## src/rtl/sobel_pkg.sv

```systemverilog
// Shared constants for the Sobel pipeline: pixel/window widths and the byte
// offsets of each neighbour inside the packed 3x3 window.
package sobel_pkg;

   localparam int unsigned PIX_W = 8;
   localparam int unsigned WIN_W = 72;

   // Row-major, top-left in the MSB byte
   localparam int unsigned OFF_TL = 64;
   localparam int unsigned OFF_TM = 56;
   localparam int unsigned OFF_TR = 48;
   localparam int unsigned OFF_ML = 40;
   localparam int unsigned OFF_MM = 32;
   localparam int unsigned OFF_MR = 24;
   localparam int unsigned OFF_BL = 16;
   localparam int unsigned OFF_BM = 8;
   localparam int unsigned OFF_BR = 0;

endpackage

```

## src/rtl/sobel_line_buf.sv

```systemverilog
// One image row of pixel storage: asynchronous read, synchronous write.
// Contents are deliberately not reset.
module sobel_line_buf #(
   parameter int unsigned Depth = 64,
   parameter int unsigned Width = 8,
   localparam int unsigned AddrW = $clog2(Depth)
) (
   input  logic             clk,
   input  logic             we_i,
   input  logic [AddrW-1:0] addr_i,
   input  logic [Width-1:0] wdata_i,
   output logic [Width-1:0] rdata_o
);

   logic [Width-1:0] mem_q [Depth];

   always_ff @(posedge clk) begin
      if (we_i) begin
         mem_q[addr_i] <= wdata_i;
      end
   end

   assign rdata_o = mem_q[addr_i];

endmodule

```

## src/rtl/sobel_window_gen.sv

```systemverilog
// Streaming 3x3 window generator for the Sobel gradient stage.
// Optional SOBEL_WIN_FLAGS_EN adds win_first / win_eol window flags.
module sobel_window_gen
   import sobel_pkg::*;
#(
   parameter int unsigned IMG_W = 64,
   parameter int unsigned IMG_H = 64
) (
   input  logic             clk,
   input  logic             rst,
   input  logic [PIX_W-1:0] pix_in,
   input  logic             pix_valid,
   output logic [WIN_W-1:0] win_out,
   output logic             win_valid,
   output logic             frame_done
`ifdef SOBEL_WIN_FLAGS_EN
   ,
   output logic             win_first,
   output logic             win_eol
`endif
);

   localparam int unsigned COL_W = $clog2(IMG_W);
   localparam int unsigned ROW_W = $clog2(IMG_H);

   logic [COL_W-1:0] col_q, col_d;
   logic [ROW_W-1:0] row_q, row_d;
   logic [WIN_W-1:0] sr_q, sr_d;
   logic [WIN_W-1:0] win_out_q, win_out_d;
   logic             win_valid_q, win_valid_d;
   logic             frame_done_q, frame_done_d;
   logic             win_first_q, win_first_d;
   logic             win_eol_q, win_eol_d;

   logic [PIX_W-1:0] lb0_rd, lb1_rd;
   logic             col_last, row_last, emit, lb_we;

   // A pixel arriving with rst is discarded, so it must not touch the buffers
   assign lb_we = pix_valid && !rst;

   sobel_line_buf #(
      .Depth (IMG_W),
      .Width (PIX_W)
   ) u_lb0 (
      .clk     (clk),
      .we_i    (lb_we),
      .addr_i  (col_q),
      .wdata_i (pix_in),
      .rdata_o (lb0_rd)
   );

   sobel_line_buf #(
      .Depth (IMG_W),
      .Width (PIX_W)
   ) u_lb1 (
      .clk     (clk),
      .we_i    (lb_we),
      .addr_i  (col_q),
      .wdata_i (lb0_rd),
      .rdata_o (lb1_rd)
   );

   assign col_last = (col_q == COL_W'(IMG_W - 1));
   assign row_last = (row_q == ROW_W'(IMG_H - 1));
   assign emit     = pix_valid && (row_q >= ROW_W'(2)) && (col_q >= COL_W'(2));

   always_comb begin
      col_d        = col_q;
      row_d        = row_q;
      sr_d         = sr_q;
      win_out_d    = win_out_q;
      win_valid_d  = 1'b0;
      frame_done_d = 1'b0;
      win_first_d  = 1'b0;
      win_eol_d    = 1'b0;
      if (pix_valid) begin
         col_d = col_last ? '0 : col_q + COL_W'(1);
         if (col_last) begin
            row_d = row_last ? '0 : row_q + ROW_W'(1);
         end
         // Shift columns left; the new right column comes from the line buffers
         sr_d[OFF_TL +: PIX_W] = sr_q[OFF_TM +: PIX_W];
         sr_d[OFF_TM +: PIX_W] = sr_q[OFF_TR +: PIX_W];
         sr_d[OFF_TR +: PIX_W] = lb1_rd;
         sr_d[OFF_ML +: PIX_W] = sr_q[OFF_MM +: PIX_W];
         sr_d[OFF_MM +: PIX_W] = sr_q[OFF_MR +: PIX_W];
         sr_d[OFF_MR +: PIX_W] = lb0_rd;
         sr_d[OFF_BL +: PIX_W] = sr_q[OFF_BM +: PIX_W];
         sr_d[OFF_BM +: PIX_W] = sr_q[OFF_BR +: PIX_W];
         sr_d[OFF_BR +: PIX_W] = pix_in;
         frame_done_d = col_last && row_last;
      end
      if (emit) begin
         win_out_d   = sr_d;
         win_valid_d = 1'b1;
         win_first_d = (row_q == ROW_W'(2)) && (col_q == COL_W'(2));
         win_eol_d   = col_last;
      end
   end

   always_ff @(posedge clk) begin
      if (rst) begin
         col_q        <= '0;
         row_q        <= '0;
         sr_q         <= '0;
         win_out_q    <= '0;
         win_valid_q  <= 1'b0;
         frame_done_q <= 1'b0;
         win_first_q  <= 1'b0;
         win_eol_q    <= 1'b0;
      end else begin
         col_q        <= col_d;
         row_q        <= row_d;
         sr_q         <= sr_d;
         win_out_q    <= win_out_d;
         win_valid_q  <= win_valid_d;
         frame_done_q <= frame_done_d;
         win_first_q  <= win_first_d;
         win_eol_q    <= win_eol_d;
      end
   end

   assign win_out    = win_out_q;
   assign win_valid  = win_valid_q;
   assign frame_done = frame_done_q;

`ifdef SOBEL_WIN_FLAGS_EN
   assign win_first = win_first_q;
   assign win_eol   = win_eol_q;
`else
   logic unused_flags;
   assign unused_flags = win_first_q ^ win_eol_q;
`endif

endmodule

```

## config.mk

```make
export PLATFORM = sky130hd
export DESIGN_NAME = sobel_window_gen
export DESIGN_NICKNAME = d
export VERILOG_FILES = /design/src/rtl/sobel_pkg.sv /design/src/rtl/sobel_line_buf.sv /design/src/rtl/sobel_window_gen.sv
export SDC_FILE = /design/constraint.sdc
export NUM_CORES = 1
export LEC_CHECK = 0
export ABC_CLOCK_PERIOD_IN_PS = 5000
export CAP_MARGIN = 0
export CORE_UTILIZATION = 62
export DETAILED_ROUTE_END_ITERATION = 10
export PLACE_DENSITY = 0.79
export SKIP_LAST_GASP = 1
export SLEW_MARGIN = 20
export SYNTH_ARGS = -nofsm -noshare
export SYNTH_HDL_FRONTEND = slang
export SYNTH_HIERARCHICAL = 1
export SYNTH_SLANG_ARGS = --single-unit
export TNS_END_PERCENT = 30
```

## constraint.sdc

```tcl
create_clock -name clk -period 5 [get_ports clk]
set_input_delay 0.5 -clock clk [delete_from_list [all_inputs] [get_ports clk]]
set_output_delay 0.5 -clock clk [all_outputs]
set_load 0.01 [all_outputs]
```

Word-level counts from Yosys, hierarchy flattened:

Memory sizes are Yosys's and may differ from the RTL's. A register that Yosys moved wholly into a read port is not among the register bits.
Index checks and enable logic that the tools add are counted.

* input bits: 11
* memories kept: 2
* memory bits (writable): 1024
* register bits after elaboration: 158
* word-level logic and storage cells: 32
* output and inout bits: 74

Memories
* u_lb0.mem_q: depth 64, width 8, read ports 1, clocked after Yosys merged registers in 1, write ports 1, line sobel_line_buf.sv:15 `logic [Width-1:0] mem_q [Depth];`
* u_lb1.mem_q: depth 64, width 8, read ports 1, clocked after Yosys merged registers in 1, write ports 1, line sobel_line_buf.sv:15

* muxes and demuxes: 10
* bitwise operators: 1
* reductions and logical operators: 7
* eq/ne operators: 2
* $add $sub $neg: 2
* order comparisons: 2

Operators with widths (count)
* 72-bit two-way mux: 1
* 6-bit two-way mux: 6
* 6-bit by 1-bit adder with 6-bit output (second input constant): 2
* 6-bit equality test (second input constant): 2
* 6-bit by 2-bit greater-or-equal comparator with 1-bit output (second input constant): 2
* 1-bit logical AND: 4
* 1-bit two-way mux: 3
* 2-bit AND reduction: 1
* 2-bit OR reduction: 1
* 1-bit zero test: 1
* 1-bit inverter: 1

Depth between registers and ports, before layout:

* depth in word-level cells: 4
* mapped depth: 13
* gate-level depth less buffers: 8

Cells and area by module:

Netlist, hierarchy kept.

By module, submodules not included
* sobel_line_buf: cells each 1163, seq. area each 15374.7 um2, instances 2, area an instance 20289.5 um2
* sobel_window_gen: cells each 545, seq. area each 3163.0 um2, instances 1, area an instance 6373.6 um2

Worst setup path before layout:

Ideal clock, no wire load.

* path type: register -> register
* from: register col_q[2]
* to: register win_out_q[26], in the netlist win_out[26]
* arrival time: 3.747 ns
* setup slack: 1.132 ns
* path buffers: 3
* data required time: 4.879 ns
* cell stages (with the launch flop): 12
* clock period less this slack: 3.868 ns
* setup time: 0.121 ns
* cell sequence: dfxtp_1 buf_2 buf_4 buf_2 mux2_2 a22oi_1 nor2_1 o31ai_1 nand4_1 mux2i_1 nor2_1 mux2_4

* cells in the longest elaborated chain, start to end: 2

RTL lines
* start: declaration: line sobel_window_gen.sv:26 `logic [COL_W-1:0] col_q, col_d;`
* start signal: assignment: line sobel_window_gen.sv:112 `col_q <= col_d;`
* 6-bit by 2-bit greater-or-equal comparator with 1-bit output: line sobel_window_gen.sv:65 `assign emit = pix_valid && (row_q >= ROW_W'(2)) && (col_q >= COL_W'(2));`
* 1-bit logical AND: line sobel_window_gen.sv:65
* end signal: assignment: line sobel_window_gen.sv:115 `win_out_q <= win_out_d;`
* end: declaration: line sobel_window_gen.sv:29 `logic [WIN_W-1:0] win_out_q, win_out_d;`

No other way between the ends.
A chain may end at the register's enable or synchronous reset.

==> key figures <==
Setup path
  • Crit-path most repeated cell: buf_4
  • Slowest stage delay, CP: 1.02 ns
  • Critical path's top delay family: simple AND/OR/NAND/NOR gates
  • R2R Setup Slk: 0.67 ns
  • Slowest-stage cell, CP: dfxtp_4
  • Reg2reg path depth: 7
  • Worst R2R End: u_lb1/mem_q[23][1]$_DFFE_PP_
  • CP startpoint: col_q[1]$_SDFFE_PP0P_
  • Startpoint Class: flop
  • Worst EP arrival: 4.70 ns
  • Worst Path Max Fanout: 66
  • Reg2reg start: col_q[1]$_SDFFE_PP0P_
  • Critical path capture point type: flop
  • WP buf/inv: 2
  • CP required: 5.38 ns
  • Critical path type: flop to flop
  • Critical Path, Cell by Cell: buf_4, nor2b_1, a22oi_1, and3_1, o311ai_0, or4_2, buf_4

STA
  • Clock skew after layout: 0.0373 ns
  • Min Clock Period, post-route: approximately 4.3 ns
  • Slew @ Worst Pin: 1.13 ns
  • Final Hold Fails: 0
  • Pins Over Slew Limit: 0
  • Max Clk Rate: between 200 and 250 MHz
  • Hold Slack: 0.324 ns
  • Relative slew slack: 0.249
  • Setup Viol. Count Final: 0
  • Tcrit/Tclk final: 0.865
  • Setup TNS Final: 0 ns
  • RSZ-0062 raised after global routing: false

Flow run
  • Max-Cap Viols: 0

Clock tree
  • Num CTS Buffers: 112
  • CTS tree: done
  • CTS Sinks: approximately 1200
  • Clock root buffer: clkbuf_16
  • Resized cells post-CTS: 0
  • Setup Fix Bufs, Post-CTS: 0
  • Clock Path Buffers: 3
  • Reg clk slew, reported paths: ~0.060 ns
  • Later-pin clock latency in the skew report: approximately 0.7 ns
  • H-tree lvl count: 3
  • Hold bufs inserted after CTS: 0

Logic synthesis
  • Netlist Area Pre-Place: between 40000 and 50000 um^2
  • Ys flop type: edfxtp_1
  • Yosys top cell by area: edfxtp_1
  • Synth area leaders: edfxtp_1, dfxtp_1, mux2i_1, mux4_2, mux2_4
  • Async SR Flop Fraction: 0
  • Post-synth EDFFs: 1024
  • Synth cell types: 67
  • Yosys top cell area share: 0.655
  • #FFs+latches synth: 1182
  • Syn Inst Count: 2871
  • Syn avg cell area: 16.4 um^2
  • Yosys warns: 6
  • Register area share after synthesis: 0.722
  • Syn nets: 2886

Global routing
  • Grt ovf: 0
  • Largest net degree at the start of global routing: 110
  • Global-route wire length before repair: 178 mm
  • Initial antenna violation count: 7
  • Number of global-route vias before repair: 27731
  • GRT Overall Usage: 0.312

Route
  • Vias/cell: 6.84
  • Total wire length: 120 mm
  • Met3 wire length: roughly 14 mm
  • Average wire per standard cell: about 29 um
  • Met1 wire length: 42.3 mm
  • Met2 routed WL: 57.0 mm
  • Top sig layer: met5
  • 1st-iter DRT viols: around 4300
  • Vias: approximately 28000
  • Iteration count of the initial detailed-routing pass: 6
  • Antenna Nets Post-Route: 0
  • DRC: 0

Finish
  • Layout cells sized above 1: 0.164
  • Layout area overhead: 12.3%
  • Fillers: ~4500
  • Final nets: 3017

Floorplanning
  • Area of the core: 74700 um^2
  • Core Rows: 100
  • Die Ht: 277 um
  • Starting Density: 0.629
  • Die ar.: 76800 um^2
  • Die X: 277 um
  • # IOs: 85

Power and ir drop
  • Maximum VDD drop: 0.000470 V
  • P_leak: roughly 17 nW
  • Pwr Density: a little under 400 nW/um^2

Placed design
  • Port Buffer Count: 84
  • Detail Placement HPWL: 75.1 mm
  • GPL Wtd Cong: 0.951

Worst hold path
  • Hold Path Depth: 3
  • Worst Hold Class: primary input to flop
  • Worst hold endpoint: win_valid$_SDFF_PP0_
  • Worst hold start: pix_valid

Outcome
  • Status: finished clean
[tightest hold or removal path, delay by kind of cell]
| family | cells | cell delay (ns) |
|---|---|---|
| buffers and inverters | 2 | 0.36 |
| AND/OR/NAND/NOR | 1 | 0.08 |
[stage by stage]
step	std cells	utilization	instance area (um^2)	total power [mW]	setup slack, ns
final	4069	0.706	52700	20.8	0.675
after global routing	4067	0.706	52700	21.2	0.635
after CTS	4066	0.705	52700	20.8	0.832
after detailed placement	3856	0.656	49000	12.5	0.873
after global placement	3856	0.656	49000	12.5	0.962
after floorplan	2871	-	47000	12.0	1.13
[placed cells by master (no fill, tap or decap), types with 20 or more instances in the layout]
master and n:
o22a_1 22, nor2_1 240, nand2_1 96, clkinv_2 26, a21oi_1 60, mux2_4 70
dfxtp_1 155, a22oi_1 80, o21ai_0 22, a221oi_1 42, clkbuf_1 20, a221o_1 22
clkdlybuf4s50_1 74, mux4_2 82, a22o_1 20, nor2b_1 86, nand3b_1 24, buf_4 124
mux2i_1 198, clkinv_1 22, a31oi_1 30, edfxtp_1 1024, clkbuf_16 116, o22ai_1 45
nand2b_1 49
[power by group]
| group | switching, mW | total (mW) | internal (mW) |
|---|---|---|---|
| combinational | 0.954 | 1.38 | 0.425 |
| clock | 3.57 | 8.40 | 4.83 |
| sequential | 0.0734 | 11.0 | 10.9 |
| total | 4.60 | 20.8 | 16.2 |
[worst max path at each step]
stage	to	slack, ns	cells past startpoint
finish	u_lb1/mem_q[23][1]$_DFFE_PP_	0.67	7
global route	win_out[26]$_SDFFE_PP0P_	0.64	10
CTS	win_out[51]$_SDFFE_PP0P_	0.83	9
detailed placement	win_out[28]$_SDFFE_PP0P_	0.87	10
global placement	win_out[55]$_SDFFE_PP0P_	0.96	9
floorplan	win_out[26]$_SDFFE_PP0P_	1.13	11
[synthesized netlist by cell type (all sizes together), types with 24 or more instances]
cell,instances
a221oi,42
nand2b,49
mux4,82
mux2,96
mux2i,198
clkbuf,87
o21ai,26
nor2b,88
edfxtp,1024
nand3b,24
dfxtp,158
buf,110
nand2,96
a31oi,30
o22ai,45
a22oi,80
nor2,242
a21oi,60
[flip-flops by register name (all words and copies together), names as in the netlist]
register     flops
u_lb0/mem_q    512
u_lb1/mem_q    512
sr_q            72
win_out         72
col_q            6
row_q            6
frame_done       1
win_valid        1
[routing by layer]
metal | up-vias | global-route usage
li1 | 11566 | -
met1 | 13860 | 0.408
met2 | 2006 | 0.500
met3 | 414 | 0.0688
met4 | 4 | 0.153
met5 | - | 0
[kinds of logic (layout without fill, tap and decap cells)]
group           Yosys count  count (layout)  share of synthesized area
compound gates          462             462                     0.0731
flops                  1182            1182                      0.722
simple gates            635             635                     0.0691
xor+xnor                  4               4                   0.000746
buf+inv                 208             435                     0.0235
fa+ha+maj                 4               4                    0.00107
mux                     376             376                      0.110
other cells               0               2                          0
[area by class of cell]
type	count	area (um^2)	share of cell area
well taps	969	1210	0.0230
repair buffers	214	1880	0.0357
clock buffers	140	3030	0.0575
clock inverters	70	658	0.0125
inverters	11	41.3	0.000783
diodes	2	5.00	0.0000950
flip-flops and latches	1182	33900	0.644
multi-input cells	1481	12000	0.227
Power figures use the tool's default switching activity.
